$ cat config.mk
export PLATFORM = sky130hd
export DESIGN_NAME = uart_receiver
export DESIGN_NICKNAME = d
export VERILOG_FILES = /design/src/rtl/uart_pkg.sv /design/src/rtl/uart_receiver_baud_tick_gen.sv /design/src/rtl/uart_receiver.sv
export SDC_FILE = /design/constraint.sdc
export NUM_CORES = 1
export LEC_CHECK = 0
export BUFFER_PORTS_ARGS = -buffer_cell sky130_fd_sc_hd__buf_4
export CAP_MARGIN = 20
export CORE_UTILIZATION = 40
export DETAILED_ROUTE_END_ITERATION = 6
export PLACE_DENSITY = 0.68
export SYNTH_ARGS = -nofsm -noshare
export SYNTH_HDL_FRONTEND = slang
export SYNTH_SLANG_ARGS = --single-unit
$ cat constraint.sdc
create_clock -name clk -period 2.5 [get_ports clk]
set_clock_uncertainty 0.1 [all_clocks]
set_input_delay 0.375 -clock clk [delete_from_list [all_inputs] [get_ports clk]]
set_output_delay 0.375 -clock clk [all_outputs]
set_load 0.005 [all_outputs]
$ cat src/rtl/uart_pkg.sv
`default_nettype none
// ============================================================================
// Module      : uart_pkg
// Description : Shared constants, FSM state encoding and baud divider helper
//               for the UART receiver.
// Revision    : 1.0 - initial release
// ============================================================================
package uart_pkg;

   localparam int unsigned DEFAULT_CLK_FREQ = 100_000_000;
   localparam int unsigned DEFAULT_BAUD     = 9600;
   localparam int unsigned OVERSAMPLE       = 16;

   typedef enum logic [2:0] {
      ST_IDLE      = 3'd0,
      ST_START     = 3'd1,
      ST_DATA      = 3'd2,
      ST_STOP      = 3'd3,
      ST_WAIT_HIGH = 3'd4
   } rx_state_e;

   // Clocks per oversample tick (integer division, 651 at the defaults)
   function automatic int unsigned baud_div(input int unsigned clk_freq,
                                            input int unsigned baud);
      return clk_freq / (baud * OVERSAMPLE);
   endfunction

endpackage
`default_nettype wire

$ cat src/rtl/uart_receiver_baud_tick_gen.sv
`default_nettype none
// ============================================================================
// Module      : baud_tick_gen
// Description : Free-running divider producing one oversample tick every DIV
//               clocks; clear holds the counter at zero so the first tick
//               after release lands exactly DIV clocks later.
// Revision    : 1.0 - initial release
// ============================================================================
module baud_tick_gen #(
   parameter int unsigned DIV = 651
) (
   input  logic clk,
   input  logic rst,
   input  logic clear,
   output logic tick
);

   localparam int unsigned  CW   = (DIV > 1) ? $clog2(DIV) : 1;
   localparam logic [CW-1:0] LAST = CW'(DIV - 1);

   logic [CW-1:0] cnt_q;
   logic [CW-1:0] cnt_d;

   // Next count: wrap at LAST, or restart when cleared
   always_comb begin
      cnt_d = cnt_q + CW'(1);
      if (clear || (cnt_q == LAST)) begin
         cnt_d = '0;
      end
   end

   // Counter register
   always_ff @(posedge clk) begin
      if (rst) begin
         cnt_q <= '0;
      end else begin
         cnt_q <= cnt_d;
      end
   end

   assign tick = !clear && (cnt_q == LAST);

endmodule
`default_nettype wire

$ cat src/rtl/uart_receiver.sv
`default_nettype none
// ============================================================================
// Module      : uart_receiver
// Description : 8N1 UART receiver with 16x oversampling, frame error pulse
//               and a first-word fall-through receive FIFO with sticky
//               overflow flag.
// Revision    : 1.0 - initial release
// ============================================================================
module uart_receiver
   import uart_pkg::*;
#(
   parameter int unsigned CLK_FREQ   = DEFAULT_CLK_FREQ,
   parameter int unsigned BAUD       = DEFAULT_BAUD,
   parameter int unsigned FIFO_DEPTH = 4
) (
   input  logic                          clk,
   input  logic                          rst,
   input  logic                          RsRx,
   input  logic                          rd_en,
   output logic [7:0]                    rx_data,
   output logic                          rx_valid,
   output logic [7:0]                    last_byte,
   output logic                          frame_err,
   output logic                          overflow,
   output logic [$clog2(FIFO_DEPTH):0]   fifo_count
);

   localparam int unsigned DIV = baud_div(CLK_FREQ, BAUD);
   localparam int unsigned AW  = $clog2(FIFO_DEPTH);

   // ---------------- synchronizer + receive FSM state ----------------
   logic       sync1_q, sync2_q;
   logic       rx_sync;
   logic       tick;
   logic       push;
   rx_state_e  state_q, state_d;
   logic [3:0] os_cnt_q, os_cnt_d;
   logic [2:0] bit_cnt_q, bit_cnt_d;
   logic [7:0] shift_q, shift_d;
   logic       frame_err_q, frame_err_d;

   // ---------------- FIFO state ----------------
   logic [7:0]    mem_q [FIFO_DEPTH];
   logic [7:0]    mem_d [FIFO_DEPTH];
   logic [AW-1:0] wr_ptr_q, wr_ptr_d;
   logic [AW-1:0] rd_ptr_q, rd_ptr_d;
   logic [AW:0]   count_q, count_d;
   logic          overflow_q, overflow_d;
   logic [7:0]    last_byte_q, last_byte_d;
   logic          fifo_full, fifo_empty, do_pop, do_write;

   // Two-flop synchronizer on the asynchronous line; idles high
   always_ff @(posedge clk) begin
      if (rst) begin
         sync1_q <= 1'b1;
         sync2_q <= 1'b1;
      end else begin
         sync1_q <= RsRx;
         sync2_q <= sync1_q;
      end
   end

   assign rx_sync = sync2_q;

   // Divider is held at zero while idle so ticks align to the start edge
   baud_tick_gen #(
      .DIV (DIV)
   ) u_tick (
      .clk   (clk),
      .rst   (rst),
      .clear (state_q == ST_IDLE),
      .tick  (tick)
   );

   // Receive FSM: next state, sample counters, shift register, push strobe
   always_comb begin
      state_d     = state_q;
      os_cnt_d    = os_cnt_q;
      bit_cnt_d   = bit_cnt_q;
      shift_d     = shift_q;
      frame_err_d = 1'b0;
      push        = 1'b0;
      case (state_q)
         ST_IDLE: begin
            os_cnt_d  = 4'd0;
            bit_cnt_d = 3'd0;
            if (!rx_sync) state_d = ST_START;
         end
         ST_START: begin
            if (tick) begin
               if (os_cnt_q == 4'd7) begin
                  os_cnt_d = 4'd0;
                  state_d  = rx_sync ? ST_IDLE : ST_DATA;
               end else begin
                  os_cnt_d = os_cnt_q + 4'd1;
               end
            end
         end
         ST_DATA: begin
            if (tick) begin
               if (os_cnt_q == 4'd15) begin
                  os_cnt_d  = 4'd0;
                  shift_d   = {rx_sync, shift_q[7:1]};
                  bit_cnt_d = bit_cnt_q + 3'd1;
                  if (bit_cnt_q == 3'd7) state_d = ST_STOP;
               end else begin
                  os_cnt_d = os_cnt_q + 4'd1;
               end
            end
         end
         ST_STOP: begin
            if (tick) begin
               if (os_cnt_q == 4'd15) begin
                  os_cnt_d = 4'd0;
                  if (rx_sync) begin
                     push    = 1'b1;
                     state_d = ST_IDLE;
                  end else begin
                     frame_err_d = 1'b1;
                     state_d     = ST_WAIT_HIGH;
                  end
               end else begin
                  os_cnt_d = os_cnt_q + 4'd1;
               end
            end
         end
         ST_WAIT_HIGH: begin
            if (rx_sync) state_d = ST_IDLE;
         end
         default: state_d = ST_IDLE;
      endcase
   end

   // FIFO bookkeeping: a pop on a full FIFO frees the slot for a same-cycle push
   always_comb begin
      fifo_full   = (count_q == (AW+1)'(FIFO_DEPTH));
      fifo_empty  = (count_q == '0);
      do_pop      = rd_en && !fifo_empty;
      do_write    = push && (!fifo_full || do_pop);
      mem_d       = mem_q;
      wr_ptr_d    = wr_ptr_q;
      rd_ptr_d    = rd_ptr_q;
      count_d     = count_q;
      overflow_d  = overflow_q | (push && !do_write);
      last_byte_d = last_byte_q;
      if (do_write) begin
         mem_d[wr_ptr_q] = shift_q;
         wr_ptr_d        = wr_ptr_q + AW'(1);
         last_byte_d     = shift_q;
      end
      if (do_pop) begin
         rd_ptr_d = rd_ptr_q + AW'(1);
      end
      case ({do_write, do_pop})
         2'b10:   count_d = count_q + (AW+1)'(1);
         2'b01:   count_d = count_q - (AW+1)'(1);
         default: count_d = count_q;
      endcase
   end

   // State registers for FSM and FIFO
   always_ff @(posedge clk) begin
      if (rst) begin
         state_q     <= ST_IDLE;
         os_cnt_q    <= 4'd0;
         bit_cnt_q   <= 3'd0;
         shift_q     <= 8'd0;
         frame_err_q <= 1'b0;
         mem_q       <= '{default: 8'd0};
         wr_ptr_q    <= '0;
         rd_ptr_q    <= '0;
         count_q     <= '0;
         overflow_q  <= 1'b0;
         last_byte_q <= 8'd0;
      end else begin
         state_q     <= state_d;
         os_cnt_q    <= os_cnt_d;
         bit_cnt_q   <= bit_cnt_d;
         shift_q     <= shift_d;
         frame_err_q <= frame_err_d;
         mem_q       <= mem_d;
         wr_ptr_q    <= wr_ptr_d;
         rd_ptr_q    <= rd_ptr_d;
         count_q     <= count_d;
         overflow_q  <= overflow_d;
         last_byte_q <= last_byte_d;
      end
   end

   assign rx_valid   = !fifo_empty;
   assign rx_data    = fifo_empty ? 8'd0 : mem_q[rd_ptr_q];
   assign last_byte  = last_byte_q;
   assign frame_err  = frame_err_q;
   assign overflow   = overflow_q;
   assign fifo_count = count_q;

endmodule
`default_nettype wire

Word level (Yosys, flattened, before mapping). Index checks and enable logic that the tools add are counted.

$add $sub $neg: 7. Order comparisons: 3. Reduce and logical (&&, ||, !) cells: 23. Multiplexer cells: 33. Equal/unequal tests: 21. Bitwise gates (word level): 6.

Operator list (count): $mux W3 (12); $bwmux W32 (1); $mux W8 (4); $ne A2 B2 Y1 const B (9); $bmux W8 S2 (1); $demux W8 S2 (1); $mux W4 (4); $pmux W3 S5 (1); $pmux W3 S2 (2); $pmux W4 S3 (1); $add A10 B1 Y10 const B (1); $eq A10 B10 Y1 const B (1); $eq A3 B3 Y1 const B (3); $reduce_and A3 Y1 (3); $reduce_and A9 Y1 (1); $add A3 B1 Y3 const B (2); $eq A3 B2 Y1 const B (2); $ge A3 B3 Y1 const B (2); $logic_not A3 Y1 (2); $not A2 Y3 (2); $logic_and A1 B1 Y1 (5); $mux W1 (5); $add A2 B1 Y2 const B (2); $add A4 B1 Y4 const B (1); 17 further kinds (25).

Output and inout port bits: 22. Word-level logic and storage cells: 110. Input port bits: 4. Register bits: 79.

Logic depth before layout (Yosys ltp).
Word-level depth: 9. Gate-level depth with buffers: 11. Mapped depth without buffers: 11.

Modules after synthesis. From an unflattened synthesis, not the netlist that was laid out.

Cell total of the unflattened synthesis: 381. Area, all modules: 3808.7 µm².

Modules (own cells, without submodules): uart_receiver (instances 1, cells an instance 330, sequential area each 1381.3 µm², area an instance 3314.4 µm²); baud_tick_gen (instances 1, cells an instance 51, sequential area each 200.2 µm², area an instance 494.2 µm²).

Worst setup path before layout. No wires, ideal clock.

Kind: register to register. From: register u_tick.cnt_q[0]. To: register count_q[2] (netlist: fifo_count[2]). Arrival: 2.148 ns. Setup slack: 0.182 ns. Required time: 2.329 ns. Path buffers: 0. Cell stages (with the launch flop): 12. Period minus slack after synthesis: 2.318 ns. Library setup time: 0.071 ns. Cells stage by stage: dfxtp_1 > inv_1 > ha_1 > and4b_4 > nand4_1 > or3_1 > ha_1 > inv_1 > fa_1 > xor2_1 > or3_1 > a21oi_1.

Word-level cells in the longest chain between the ends: 7. Elaborated cells on any way between the ends: 9. Classes of those cells: eq/ne: 3; mux: 3; reduce/logical: 3.

RTL lines: start, declared (RTL line uart_receiver_baud_tick_gen.sv:21) `logic [CW-1:0] cnt_q;`; start signal, assigned (RTL line uart_receiver_baud_tick_gen.sv:37) `cnt_q <= cnt_d;`; $eq A10 B10 Y1 (*) (RTL line uart_receiver_baud_tick_gen.sv:41) `assign tick = !clear && (cnt_q == LAST);`; $logic_and A1 B1 Y1 (*) (RTL line uart_receiver_baud_tick_gen.sv:41); $mux W1 (*) (RTL line uart_receiver.sv:112) `if (tick) begin`; $mux W1 (*) (RTL line uart_receiver.sv:83) `case (state_q)`; $logic_and A1 B1 Y1 (*) (RTL line uart_receiver.sv:139) `do_write = push && (!fifo_full || do_pop);`; $eq A2 B1 Y1 / $eq A2 B2 Y1 (equally long branches) (RTL line uart_receiver.sv:154) `case ({do_write, do_pop})`; $pmux W3 S2 / $reduce_bool A2 Y1 (equally long branches); end signal, assigned (RTL line uart_receiver.sv:184) `count_q <= count_d;`; end, declared (RTL line uart_receiver.sv:47) `logic [AW:0] count_q, count_d;`.

Every way passes the cells marked *; elsewhere a longest branch is shown, timed or not. A chain may end at the register's enable or synchronous reset.

Worst setup path after layout.
From: register u_tick.cnt_q[1]. To: register count_q[2] (netlist: fifo_count[2]).

The elaborated chain is that of the path after synthesis.

==> results.cfg <==
[floorplanning]
num_rows = 34
dieArea_sq_um = 9550
start_util_pct = 41.6
dieWidth_um = 97.7
core_sq_um = 8810
die_y_um = 97.7
num_io_pins = 26

[placed_design]
dp.cells = 487
gp_congestion = 0.783
dpl.hpwl_um = 4850
io_buffers = 25
pre_cts_slack_ns = 0.0379

[sta]
postLayoutSetupSlackWorst_ns = 0.0665
finalHoldViolCount = 0
rsz0062_at_grt = true
period_share_pct = 97.3
finalMaxSlewViolations = 0
fmax_mhz = 411
setup_viol = 0
final.min_clock_period_ns = 2.43
tightest_slew_ns = 0.535
setup_tns_ns = 0
maxSlewHeadroom_pct = 64.3

[setup_path]
path_class = flop to flop
critPathMostFrequentCell = or3_1
slowest_delay_ns = 0.39
endpoint_kind = flop
arrival_ns = 2.61
cpLargestDelayFamily = simple AND/OR/NAND/NOR gates
cp_cell_sequence = ha_4 -> and4b_4 -> nand4_1 -> or3_1 -> ha_2 -> inv_2 -> fa_2 -> xor2_1 -> or3_1 -> a21oi_2
slowest_stage = or3_1
cp-start-kind = flop
cp.required_ns = 2.68
worst-path-max-fanout = 5
path_buf_inv = 1

[drt]
met3_length_um = 210
first_pass_iters = 4
viasPerCell = 5.04
wl_met1_um = 3410
wl_met2_um = 3190
highest_layer = met4
first_iter_violations = 58
via_count = 2536
route.detailed.drc = 0
wl_um = 6910
drtAntennaViolNets = 0
wl_per_cell_um = 13.7

[clocking]
clock_path_buffers = 2
cts_hold_buf = 0
cts_max_level = 3
clk_transition_reported_paths_ns = 0.08
cts_sinks = 79
cts_made_buffers = 9
clock_latency_ns = 0.35
cts_tree = done
clockRootBuffer = clkbuf_8

[logic_synthesis]
ys.flop_type = dfxtp_1
synthCells = 362
netlist_area_sq_um = 3660
postSynth.asyncResetShare_pct = 0
yosysWarningCount = 0
syn_area_per_cell_sq_um = 10.1
synthDistinctLibCells = 51
synth_edf_count = 0
ys_seq_area_share_pct = 43.2
syn_nets = 377
synth-seq-cells = 79

[power_and_ir_drop]
leakagePower_nw = 1.77
p_int_w = 0.00190
p_clk_share_pct = 42.0
p_sw_w = 0.000594
comb_power_share_pct = 6.9
ir_drop_mv = 0.288
seqPwrFrac_pct = 51.1
p_per_area_nw_per_um2 = 594
p_sw_share_pct = 23.8

[finish]
syn_to_final_growth_pct = 14.8
antenna_cells = 0
final_nets = 405
nFillCells = 797
final_cells = 503
drive_gt1_share_pct = 21.5

[global_routing]
antenna_found_initial = 0
track_usage_pct = 15.2
grt-ovfl-total = 0
grt_max_degree = 31
grt_pass1_vias = 2436
grt_pass1_wl_um = 11500

[worst_hold_path]
hold_path_class = primary input to flop

[run]
maxCapViolations = 0

[run_status]
status = completed
-- layout make-up --
class,instances,area [sq um],share of cell area (%)
clock buffers,10,128,3.04
clock inverters,6,92.6,2.20
inverters,9,33.8,0.804
multi-input cells,257,1970,46.9
flip-flops and latches,79,1590,37.8
well taps,108,135,3.21
repair buffers,34,255,6.07
-- state kept, by name, indices dropped and copies added, names as in the netlist --
name          cells
os_cnt_q          4
state_q           3
fifo_count        3
frame_err         1
rx_sync           1
last_byte         8
bit_cnt_q         3
mem_q            32
sync1_q           1
rd_ptr_q          2
u_tick.cnt_q     10
overflow          1
wr_ptr_q          2
shift_q           8
-- power groups by stage --
stage               Clock, W  Sequential (W)  Combinational (W)
global route         0.00112         0.00128           0.000192
CTS                  0.00107         0.00127           0.000169
detailed placement         0         0.00130           0.000169
floorplan                  0         0.00130           0.000124
global placement           0         0.00130           0.000167
finish               0.00105         0.00128           0.000172
-- cell usage in the layout (no fill, tap or decap), types with 3 or more instances in the layout --
master     n
a21oi_1    5
and2_1     9
buf_4     34
clkbuf_8   9
dfxtp_1   76
ha_1       7
inv_1      7
mux2i_1   55
mux4_2     8
nand2_1   68
nand3_1    7
nand3_4    4
nand4_1    3
nand4b_1   3
nor2_1    24
nor3_1     4
o21ai_0    5
or2_2      4
or3_1      4
xnor2_1    7
xor2_1     7
-- what timing repair did --
action	4_1_cts	5_1_grt
gates resized for setup	0	13
endpoints found under the setup margin	0	2
setup buffers	0	0
-- final timing paths --
path,from,endpoint,slack (ns),depth (start not counted)
worst min register to register,sync1_q$_SDFF_PP1_,rx_sync$_SDFF_PP1_,0.31,1
worst min-delay path,RsRx,sync1_q$_SDFF_PP1_,0.11,2
worst max-delay path,u_tick.cnt_q[1]$_SDFF_PP0_,fifo_count[2]$_SDFFE_PP0P_,0.07,10
worst max register to register,u_tick.cnt_q[1]$_SDFF_PP0_,fifo_count[2]$_SDFFE_PP0P_,0.07,10
-- cells by family after synthesis --
logic type	after synthesis	share of synthesized area (%)
AND/OR/NAND/NOR	144	21.0
adder cells (fa/ha/maj)	11	3.96
flip-flops	79	43.2
XOR/XNOR	14	3.35
multiplexers	63	19.9
buffers and inverters	26	3.93
AO/OA/AOI/OAI	25	4.64
-- routing by layer --
metal | vias up | track usage, %
met2 | 27 | 23.8
met3 | 8 | 4.03
li1 | 1296 | -
met5 | - | 0
met1 | 1205 | 19.5
met4 | 0 | 6.99
-- cells in the mapped netlist (2+ instances only) --
cell,count,share of area (%)
dfxtp_1,79,43
nand2_1,68,7.0
mux2i_1,55,15
nor2_1,24,2.5
clkbuf_1,10,1.0
ha_1,10,3.4
and2_1,9,1.5
inv_1,9,0.92
mux4_2,8,4.9
nand3_1,7,0.96
xnor2_1,7,1.7
xor2_1,7,1.7
a21oi_1,6,0.82
o21ai_0,5,0.68
nand3_4,4,1.9
nor3_1,4,0.55
or2_2,4,0.68
or3_1,4,0.68
nand4_1,3,0.51
nand4b_1,3,0.72
a31oi_1,2,0.34
buf_12,2,1.1
buf_2,2,0.27
nand2b_1,2,0.34
o31ai_1,2,0.41
-- metrics by stage --
stage	area (sq um)	hold slack, ns	util [%]	total power, W
2_1_floorplan	3660	0.289	-	0.00143
4_1_cts	4160	0.0922	47.3	0.00251
6_report	4200	0.111	47.7	0.00250
3_3_place_gp	3940	0.292	44.8	0.00147
5_1_grt	4200	0.0988	47.7	0.00259
3_5_place_dp	3940	0.294	44.8	0.00147
Power figures use the tool's default switching activity.
